--- src/rtl/bs_frame_ctrl.sv ---
// bs_frame_ctrl: shifts a parallel operand into a bit-serial datapath and reassembles the serial result.
// Optional macro BS_FRAME_CARRY_EN adds out_carry, the datapath carry captured one cycle after the last bit.
module bs_frame_ctrl #(
  parameter int WIDTH   = 8,
  parameter int TIMEOUT = 64
) (
  input  logic             clk,
  input  logic             reset,
  input  logic             in_valid,
  output logic             in_ready,
  input  logic [WIDTH-1:0] in_data,
  output logic             bs_a,
  output logic             bs_isync,
  input  logic             bs_q,
  input  logic             bs_osync,
  input  logic             bs_ocarry,
  output logic             out_valid,
  input  logic             out_ready,
  output logic [WIDTH-1:0] out_data,
`ifdef BS_FRAME_CARRY_EN
  output logic             out_carry,
`endif
  output logic             err_tmo
);

  localparam int CW = $clog2(WIDTH + 1);
  localparam int TW = $clog2(TIMEOUT + 1);
  localparam logic [CW-1:0] LAST = CW'(WIDTH - 1);
  localparam logic [CW-1:0] FULL = CW'(WIDTH);
  localparam logic [TW-1:0] TMAX = TW'(TIMEOUT);

  typedef enum logic [2:0] {
    S_IDLE, S_SEND, S_WAIT, S_COLLECT, S_CARRY, S_HOLD
  } state_t;

`ifdef BS_FRAME_CARRY_EN
  localparam state_t DONE_ST = S_CARRY;
`else
  localparam state_t DONE_ST = S_HOLD;
`endif

  state_t           r_state, w_next;
  logic [WIDTH-1:0] r_shreg, r_res, r_out_data;
  logic [CW-1:0]    r_bitcnt, r_colcnt;
  logic [TW-1:0]    r_tmo;
  logic             r_seen;
  logic             w_active, w_start, w_cap, w_last, w_tmo;

  // The collector listens from the first SEND cycle, so a short datapath may return bits while still sending.
  assign w_active = (r_state == S_SEND) || (r_state == S_WAIT) || (r_state == S_COLLECT);
  assign w_start  = w_active && !r_seen && bs_osync;
  assign w_cap    = w_start || (w_active && r_seen && (r_colcnt != FULL));
  assign w_last   = w_cap && (r_colcnt == LAST);
  assign w_tmo    = ((r_state == S_SEND) || (r_state == S_WAIT)) && !r_seen && (r_tmo == TMAX);

  always_ff @(posedge clk) begin
    // NOTE: non-blocking assignments so every register samples pre-edge values, regardless of statement order.
    if (reset) begin
      r_state    <= S_IDLE;
      r_shreg    <= '0;
      r_res      <= '0;
      r_out_data <= '0;
      r_bitcnt   <= '0;
      r_colcnt   <= '0;
      r_tmo      <= '0;
      r_seen     <= 1'b0;
    end else begin
      r_state <= w_next;
      if ((r_state == S_IDLE) && in_valid) begin
        r_shreg  <= in_data;
        r_bitcnt <= '0;
        r_colcnt <= '0;
        r_tmo    <= '0;
        r_seen   <= 1'b0;
      end else begin
        if (r_state == S_SEND) begin
          r_shreg <= r_shreg >> 1;
          if (r_bitcnt != FULL) r_bitcnt <= r_bitcnt + 1'b1;
        end
        if (w_active && !r_seen && (r_tmo != TMAX)) r_tmo <= r_tmo + 1'b1;
        if (w_start) r_seen <= 1'b1;
        if (w_cap) begin
          r_res    <= {bs_q, r_res[WIDTH-1:1]};
          r_colcnt <= r_colcnt + 1'b1;
        end
        if (w_last) r_out_data <= {bs_q, r_res[WIDTH-1:1]};
      end
    end
  end

  always_comb begin
    // NOTE: default first so every path assigns w_next and no latch is inferred.
    w_next = r_state;
    unique case (r_state)
      S_IDLE:    if (in_valid) w_next = S_SEND;
      S_SEND: begin
        if (w_tmo)                   w_next = S_IDLE;
        else if (w_last)             w_next = DONE_ST;
        else if (r_bitcnt == LAST)   w_next = (r_seen || w_start) ? S_COLLECT : S_WAIT;
      end
      S_WAIT: begin
        if (w_tmo)        w_next = S_IDLE;
        else if (w_start) w_next = S_COLLECT;
      end
      S_COLLECT: if (w_last) w_next = DONE_ST;
      S_CARRY:   w_next = S_HOLD;
      S_HOLD:    if (out_ready) w_next = S_IDLE;
      default:   w_next = S_IDLE;
    endcase
  end

  always_comb begin
    in_ready  = 1'b0;
    bs_a      = 1'b0;
    bs_isync  = 1'b0;
    out_valid = 1'b0;
    err_tmo   = 1'b0;
    if (!reset) begin
      in_ready  = (r_state == S_IDLE);
      out_valid = (r_state == S_HOLD);
      err_tmo   = w_tmo;
      if (r_state == S_SEND) begin
        bs_a     = r_shreg[0];
        bs_isync = (r_bitcnt == '0);
      end
    end
  end

  assign out_data = r_out_data;

`ifdef BS_FRAME_CARRY_EN
  logic r_out_carry;
  always_ff @(posedge clk) begin
    if (reset)                  r_out_carry <= 1'b0;
    else if (r_state == S_CARRY) r_out_carry <= bs_ocarry;
  end
  assign out_carry = r_out_carry;
`else
  logic w_unused_ocarry;
  assign w_unused_ocarry = bs_ocarry;
`endif

endmodule

--- config.mk ---
export PLATFORM = sky130hd
export DESIGN_NAME = bs_frame_ctrl
export DESIGN_NICKNAME = d
export VERILOG_FILES = /design/src/rtl/bs_frame_ctrl.sv
export SDC_FILE = /design/constraint.sdc
export NUM_CORES = 1
export LEC_CHECK = 0
export CAP_MARGIN = 10
export CORE_MARGIN = 2
export CORE_UTILIZATION = 60
export CTS_BUF_LIST = sky130_fd_sc_hd__clkbuf_4
export CTS_CLUSTER_DIAMETER = 80
export DETAILED_ROUTE_END_ITERATION = 7
export GPL_TIMING_DRIVEN = 0
export PLACE_DENSITY = 0.87
export SYNTH_ARGS = -nofsm -noshare
export SYNTH_HDL_FRONTEND = slang
export SYNTH_SLANG_ARGS = --single-unit
--- constraint.sdc ---
create_clock -name clk -period 3.5 [get_ports clk]
set_input_delay 0.875 -clock clk [delete_from_list [all_inputs] [get_ports clk]]
set_output_delay 0.875 -clock clk [all_outputs]
set_load 0.005 [all_outputs]
After elaboration in Yosys (flattened, before gate mapping):

Cells that the tools add are included.
Widths: inputs -> output; s select.

* bits in registers: 43
* word-level logic and storage cells: 69

* add/sub/neg operators: 3
* eq/ne operators: 16
* mux-type cells: 19
* bitwise gates (word level): 1
* reductions and logical operators: 22

Operators with widths (number)
* $mux 3: 8
* $pmux 3 s6: 1
* $mux 8: 2
* $logic_and 1x1->1: 9
* $add 4x1->4 const B: 2
* $eq 4x3->1 const B: 2
* $mux 1: 8
* $ne 4x4->1 const B: 2
* $add 7x1->7 const B: 1
* $eq 7x7->1 const B: 1
* $ne 7x7->1 const B: 1
* $eq 3x2->1 const B: 2
* $eq 3x3->1 const B: 2
* $ne 2x2->1 const B: 3
* $reduce_and 2->1: 3
* $reduce_and 5->1: 1
* $logic_not 4->1: 1
* $logic_or 1x1->1: 4
* $ne 4x3->1 const B: 1
* $eq 3x1->1 const B: 1
* $logic_not 3->1: 1
* $ne 3x3->1 const B: 1
* $reduce_bool 2->1: 1
* $reduce_or 2->1: 1
* other kinds (2): 2

Logic depth before layout (Yosys ltp):

Gate-level depths: netlist of the first run.

* word-level depth: 11
* mapped depth: 8

Worst setup path before layout of the first run:

No wires, ideal clock.

* kind: register to output
* start: register r_tmo[2]
* end: output err_tmo
* data arrival time: 1447 ps
* path slack: 1178 ps
* stages on the path, launching flop included: 5
* buffers on the path: 0
* path through: dfxtp_1 > or4_4 > nor2_4 > nand2_1 > a2111oi_0

* cells in the longest elaborated chain, start to end: 3

RTL lines
* start, declared: line 45 `logic [TW-1:0] r_tmo;`
* start signal, assigned: line 80 `if (w_active && !r_seen && (r_tmo != TMAX)) r_tmo <= r_tmo + 1'b1;`
* $eq 7x7->1: line 54 `assign w_tmo = ((r_state == S_SEND) || (r_state == S_WAIT)) && !r_seen && (r_tmo == TMAX);`
* $logic_and 1x1->1: line 54
* $mux 1: line 118 `if (!reset) begin`
* end, declared: line 23 `output logic err_tmo`

Every way passes these cells.

Worst setup path after layout of the first run:

* start: input reset
* end: output bs_isync

* cells in the longest elaborated chain, start to end: 1

RTL lines
* start, declared: line 8 `input logic reset,`
* $mux 1: line 118
* end, declared: line 13 `output logic bs_isync,`

Every way passes these cells.

==> out/results.env, run 1 <==
ROWS=20
DR_TOTAL_VIAS=1683
SETUP-VIOLATIONS-FINAL=0
REPORT.FINAL.HOLD_VIOL_COUNT=0
FLOORPLAN.DIE.HEIGHT_UM=61.7
SETUP.WORST_PATH.START_CLASS='input port'
CLOCK_PATH_BUFFERS=2
POWER_mW=1.28
LAYOUT_FILLER_CELL_COUNT=223
MAXIMUM_NUMBER_OF_PINS_ON_ONE_NET_BEFORE_GLOBAL_ROUTE_REPAIR=14
YOSYSWARNINGCOUNT=0
FLOORPLAN.CORE_AREA_UM2=3100
SYN_INST=229
IO_PINS=28
FLOORPLAN.DIE_AREA_UM2=3800
WHS_PATH_DEPTH=2
GRT_ANTENNA_BEFORE_REPAIR=0
AREA_GROWTH_SYN_TO_LAYOUT_PCT=20.0
STATUS='complete, no violations'
CLK_PIN_SLEW_NS=0.13
ROUTE.ANTENNA.REMAINING_NETS=0
WORST_HOLD_STARTPOINT='r_shreg[6]'
POST_SYNTH.CELL_AREA_AVG_UM2=8.71
FINAL_NETS=283
NETLIST-CELL-TYPE-COUNT=40
PERIOD_NEEDED_NS=3.43
POST-CTS-SETUP-BUFFER-COUNT=0
MOST-COMMON-LAYOUT-CELLS='dfxtp_1 (42), nor2_1 (41), clkdlybuf4s50_1 (26)'
PLACE_HPWL_UM=2890
SETUP_TNS_NS=0
GP_ROUTABILITY_CONGESTION=0.880
RSZ_0062_RAISED_AFTER_GLOBAL_ROUTING='false'
GLOBALROUTETOTALUTIL=0.247
CLOCK-SINKS=42
DIE_W_UM=61.7
CTS_INSERTED_BUFFERS=5
SLEW_VIOLATIONS=0
MAPPEDNETLISTAREA_UM2=2000
TIMING.MAX_SLEW.REL_SLACK=0.471
FMAX_MHz=292
WORSTSETUPENDPOINTTYPE='primary output'
CTS_HOLD_BUFFERS=0
SYNTH_EDF_COUNT=0
CTS.HTREE.LEVELS=2
MIN_PERIOD_OVER_PERIOD=0.979
MOSTFREQUENTLAYOUTCELL='dfxtp_1'
GRT_FIRST_PASS_WIRELENGTH_UM=6840
POSTSYNTH.ASYNCRESETSHARE=0
CTSROOTBUFFERMASTER='clkbuf_4'
CTS.REPAIR.RESIZED=0
DRC_ERRORS=0
ROUTE.DETAILED.VIAS_PER_INST=5.48
COUNT_OF_ROUTING_VIOLATIONS_AFTER_THE_OPENING_DETAILED_ROUTE_ITERATION=112
WORSTMARGINPINSLEW_NS=0.783
TIMING.MAX_CAP.VIOLATIONS=0
NUM_ANTENNA_CELLS=0
FIN_WORST_SKEW_NS=0.0245
REGTOREGSETUPSLACK_NS=1.57
WORST_R2R_ENDPOINT='r_state[2]'
REG2REG_DEPTH=7
FRACTION_OF_FINAL_LAYOUT_CELLS_SIZED_BEYOND_DRIVE_STRENGTH_1=0.0646
SYNTH.YOSYS.SEQ_AREA_SHARE=0.421
CRITPATHMAXFANOUT=10
WORSTHOLDPATHTYPE='reg2reg'
WORST_HOLD_PATH.ENDPOINT='r_shreg[6]'
MAIN_FLOP_TYPE_AFTER_SYNTHESIS='dfxtp_1'
CRITICALPATHCATEGORY='in2out'
GRT_OVERFLOW_TOTAL=0
PWR_DENSITY_CELL_nW_PER_UM2=536
CP_DATA_REQUIRED_TIME_NS=2.62
DRTPASS1ITERATIONS=4
SYN-NUM-NETS=250
GRT_PASS1_VIAS=1685
CLK-INSERTION-DELAY-LATE_NS=0.37
REGISTER_BIT_TOTAL_FROM_SYNTHESIS=42
TOTAL_LEAKAGE_POWER_nW=0.836
VDD_IR_DROP_MAX_mV=0.329
WORSTPATHARRIVAL_NS=2.55
ROUTED_WIRE_LENGTH_PER_INSTANCE_UM=13.1
FINALWIRELENGTH_UM=4030
PORT_BUFFERS=26
WORST_R2R_STARTPOINT='r_tmo[0]'
CTS_TREE='built'
INITIAL_UTILIZATION=0.643
## Yosys cell counts, types with 3 or more instances
cell type / n / area share
dfxtp_1: 42 / 0.42
nor2_1: 41 / 0.077
nand2_1: 24 / 0.045
mux2i_1: 17 / 0.085
a21oi_1: 10 / 0.025
clkbuf_1: 8 / 0.015
inv_1: 8 / 0.015
nor3_1: 8 / 0.020
ha_1: 6 / 0.038
nand2b_1: 6 / 0.019
xnor2_1: 6 / 0.026
xor2_1: 6 / 0.026
a22oi_1: 5 / 0.019
nand3_1: 4 / 0.010
buf_2: 3 / 0.0075
nand4_1: 3 / 0.0094
nor4_1: 3 / 0.0094
## where the power goes
group	leakage, nW	switching, mW	total [mW]	internal (mW)
clock	0.0419	0.160	0.318	0.158
sequential	0.341	0.0433	0.569	0.525
combinational	0.453	0.231	0.397	0.166
total	0.836	0.434	1.28	0.849
## sequential cells by signal, summed over array words and instances, names as in the netlist
register,cells
r_state,3
r_colcnt,4
r_shreg,8
r_tmo,7
out_data,8
r_res,7
r_seen,1
r_bitcnt,4
## layout make-up
| class | instances | area [um2] | share of cell area |
|---|---|---|---|
| multi-input cells | 167 | 1080 | 0.449 |
| flip-flops and latches | 42 | 841 | 0.351 |
| repair buffers | 26 | 260 | 0.109 |
| well taps | 44 | 55.1 | 0.0230 |
| plain buffers | 12 | 50.0 | 0.0209 |
| clock buffers | 6 | 45.0 | 0.0188 |
| clock inverters | 2 | 37.5 | 0.0157 |
| inverters | 8 | 30.0 | 0.0125 |
## metal layers
metal  GRT usage  wire, um  vias up
met3      0.0693       220        7
met1       0.280      1800      777
li1            -         -      851
met2       0.415      1920       48
met5           0         0        -
met4       0.140        89        0
## kinds of logic after synthesis
| kind of cell | share of synthesized area |
|---|---|
| flops | 0.421 |
| simple gates | 0.241 |
| buf+inv | 0.0395 |
| xor+xnor | 0.0527 |
| compound gates | 0.122 |
| mux | 0.0853 |
| fa+ha+maj | 0.0376 |
## worst max-delay path: stages
cell             delay [ns]
clkdlybuf4s50_1        0.53
clkbuf_2               0.26
nor4_1                 0.31
clkdlybuf4s50_1        0.57
## per-stage QoR
step                instances  instance area (um2)  worst slack (ns)  hold WS, ns   util
floorplan                 229                 2000              1.18        0.437      -
global placement          299                 2310            0.0288        0.444  0.745
detailed placement        299                 2310            0.0697        0.447  0.745
CTS                       307                 2390            0.0371        0.465  0.771
global route              307                 2390            0.0310        0.489  0.772
finish                    307                 2390            0.0735        0.464  0.772
## worst max path at each step
stage                         from  endpoint  slack (ns)  depth (start not counted)
final                        reset  bs_isync        0.07                          4
after global placement       reset  bs_isync        0.03                          4
after floorplan           r_tmo[2]   err_tmo        1.18                          4
after CTS                    reset  bs_isync        0.04                          4
after detailed placement     reset  bs_isync        0.07                          4
after global routing      r_tmo[2]   err_tmo        0.03                          5
(Power assumes the default switching activity.)
==> inputs of run 2 (changes only) <==
--- a/config.mk
+++ b/config.mk
@@ -7,12 +7,14 @@
 export LEC_CHECK = 0
 export CAP_MARGIN = 10
 export CORE_MARGIN = 2
-export CORE_UTILIZATION = 60
+export CORE_UTILIZATION = 35
 export CTS_BUF_LIST = sky130_fd_sc_hd__clkbuf_4
 export CTS_CLUSTER_DIAMETER = 80
 export DETAILED_ROUTE_END_ITERATION = 7
 export GPL_TIMING_DRIVEN = 0
-export PLACE_DENSITY = 0.87
+export MAX_ROUTING_LAYER = met4
+export PLACE_DENSITY = 0.55
+export SETUP_SLACK_MARGIN = 0.2
 export SYNTH_ARGS = -nofsm -noshare
 export SYNTH_HDL_FRONTEND = slang
 export SYNTH_SLANG_ARGS = --single-unit
==> out/results.env, run 2 (synthesis gave the netlist of run 1 again) <==
ROUTE.DETAILED.VIAS_PER_INST=4.92  # was 5.48
FLOORPLAN.DIE.HEIGHT_UM=79.5  # was 61.7 um
FLOORPLAN.CORE_AREA_UM2=5510  # was 3100 um2
MOSTFREQUENTLAYOUTCELL='dfxtp_1'  # unchanged
TIMING.MAX_SLEW.REL_SLACK=0.427  # was 0.471
SW_FRAC_OF_TOTAL=0.347  # was 0.338
LAYOUT_FILLER_CELL_COUNT=561  # was 223
VDD_IR_DROP_MAX_mV=0.228  # was 0.329 mV
MAXIMUM_NUMBER_OF_PINS_ON_ONE_NET_BEFORE_GLOBAL_ROUTE_REPAIR=15  # was 14
CP_DATA_REQUIRED_TIME_NS=2.62  # about the same
GRT_OVERFLOW_TOTAL=0  # unchanged
POWER_FRAC_COMB=0.308  # was 0.309
WORSTPATHARRIVAL_NS=2.26  # was 2.55 ns
REPORT.FINAL.HOLD_VIOL_COUNT=0  # unchanged
DR.MAX_LAYER_USED='met4'  # unchanged
CTS.HTREE.LEVELS=2  # unchanged
PLACE_HPWL_UM=2950  # was 2890 um
TIMING.MAX_CAP.VIOLATIONS=0  # unchanged
DRC_ERRORS=0  # unchanged
REG2REG_DEPTH=7  # unchanged
SETUP.WORST_PATH.START_CLASS='flip-flop'  # was input port
WORST_HOLD_SLACK_NS=0.468  # was 0.464 ns
PLACE_WS_NS=-0.0809  # was 0.0697 ns
MIN_PERIOD_OVER_PERIOD=0.896  # was 0.979
CTSROOTBUFFERMASTER='clkbuf_4'  # unchanged
WORSTMARGINPINSLEW_NS=0.849  # was 0.783 ns
P_SW_uW=449  # was 434 uW
WORSTSETUPENDPOINTTYPE='primary output'  # unchanged
FINAL_NETS=283  # unchanged
SETUP-VIOLATIONS-FINAL=0  # unchanged
WORSTHOLDPATHTYPE='reg2reg'  # unchanged
CLOCK-SINKS=42  # unchanged
GRT_ANTENNA_BEFORE_REPAIR=0  # unchanged
PERIOD_NEEDED_NS=3.14  # was 3.43 ns
PWR-SHARE-SEQ=0.441  # was 0.443
SETUP_TNS_NS=0  # unchanged
CLK_PIN_SLEW_NS=0.14  # was 0.13 ns
ROUTED_WIRE_LENGTH_PER_INSTANCE_UM=12.5  # was 13.1 um
DIE_W_UM=79.5  # was 61.7 um
STATUS='complete, no violations'  # unchanged
CTS_HOLD_BUFFERS=0  # unchanged
MET2_WIRELENGTH_UM=1710  # was 1920 um
POST-ROUTE-CELL-AREA_UM2=2440  # was 2390 um2
WORST_SLACK_NS=0.364  # was 0.0735 ns
MET1_WIRE_LENGTH_UM=2270  # was 1800 um
GLOBALROUTETOTALUTIL=0.148  # was 0.247
CLKPWRFRAC=0.250  # was 0.248
FINALWIRELENGTH_UM=4170  # was 4030 um
AREA_GROWTH_SYN_TO_LAYOUT_PCT=22.2  # was 20.0%
CTS_INSERTED_BUFFERS=5  # unchanged
PORT_BUFFERS=26  # unchanged
PWR_DENSITY_CELL_nW_PER_UM2=530  # was 536 nW/um2
FMAX_MHz=319  # was 292 MHz
ROUTE.ANTENNA.REMAINING_NETS=0  # unchanged
FRACTION_OF_FINAL_LAYOUT_CELLS_SIZED_BEYOND_DRIVE_STRENGTH_1=0.0722  # was 0.0646
MET3WIRELENGTH_UM=150  # was 220 um
NUM_ANTENNA_CELLS=0  # unchanged
SLEW_VIOLATIONS=0  # unchanged
ROWS=27  # was 20
DP.CELLS=327  # was 299
DR_TOTAL_VIAS=1648  # was 1683
IO_PINS=28  # unchanged
INITIAL_UTILIZATION=0.362  # was 0.643
FLOORPLAN.DIE_AREA_UM2=6320  # was 3800 um2
DRTPASS1ITERATIONS=4  # unchanged
FINISH.UTILIZATION=0.443  # was 0.772
DETAILED_PLACE.AREA_UM2=2350  # was 2310 um2
GRT_PASS1_VIAS=1538  # was 1685
CRITPATHMAXFANOUT=10  # unchanged
CRITICALPATHCATEGORY='reg2out'  # was in2out
MOST-COMMON-LAYOUT-CELLS='dfxtp_1 (42), nor2_1 (40), nand2_1 (24), clkdlybuf4s50_1 (24), mux2i_1 (17)'  # was dfxtp_1 (42), nor2_1 (41), clkdlybuf4s50_1 (26)
POST-CTS-SETUP-BUFFER-COUNT=0  # unchanged
WHS_PATH_DEPTH=2  # unchanged
FIN_WORST_SKEW_NS=0.00551  # was 0.0245 ns
CLK-INSERTION-DELAY-LATE_NS=0.35  # was 0.37 ns
CTS_TREE='built'  # unchanged
CLOCK_PATH_BUFFERS=2  # unchanged
POWER_REPORT.INTERNAL_TOTAL_uW=844  # was 849 uW
GRT_FIRST_PASS_WIRELENGTH_UM=7220  # was 6840 um
RSZ_0062_RAISED_AFTER_GLOBAL_ROUTING='false'  # unchanged
COUNT_OF_ROUTING_VIOLATIONS_AFTER_THE_OPENING_DETAILED_ROUTE_ITERATION=51  # was 112
INSTANCES_NO_FILL=335  # was 307
TOTAL_LEAKAGE_POWER_nW=0.848  # was 0.836 nW
GP_ROUTABILITY_CONGESTION=0.819  # was 0.880
POWER_mW=1.29  # was 1.28 mW
==> run 2: routing by layer <==
metal / track usage / vias to the layer above
li1: - / 851
met1: 0.212 / 767
met2: 0.208 / 25
met3: 0.0328 / 5
met4: 0.0466 / 0
met5: - / -
==> run 2: critical path: stages, from the launching register on <==
cell,delay (ns)
dfxtp_1,0.46
clkbuf_1,0.38
nand2_1,0.26
nor4_2,0.28
clkdlybuf4s50_1,0.54
==> run 2: cell type report <==
| type | count | area, um2 | area share |
|---|---|---|---|
| Clock buffer | 5 | 37.5 | 0.0154 |
| Sequential cell | 42 | 841 | 0.345 |
| Buffer | 12 | 52.6 | 0.0215 |
| Clock inverter | 3 | 43.8 | 0.0180 |
| Inverter | 8 | 30.0 | 0.0123 |
| Multi-Input combinational cell | 167 | 1090 | 0.445 |
| Tap cell | 72 | 90.1 | 0.0369 |
| Timing Repair Buffer | 26 | 258 | 0.106 |
==> run 2: what timing repair did <==
item	in CTS	in global routing
gates resized for setup	6	1
pin swaps	0	0
setup endpoints to repair	5	1
cloned	0	0
==> run 2: final timing paths <==
check | start | endpoint | slack, ns
setup / recovery | r_state[0] | bs_isync | 0.36
hold / removal | r_shreg[1] | r_shreg[1] | 0.47
setup reg to reg | r_tmo[0] | r_state[2] | 1.49
hold reg to reg | r_shreg[1] | r_shreg[1] | 0.47
==> run 2: power by group through the flow <==
stage / clock (mW) / sequential, mW / combinational (mW)
detailed placement: 0 / 0.580 / 0.394
global route: 0.359 / 0.578 / 0.449
finish: 0.324 / 0.571 / 0.399
global placement: 0 / 0.580 / 0.390
CTS: 0.335 / 0.570 / 0.399
floorplan: 0 / 0.568 / 0.298
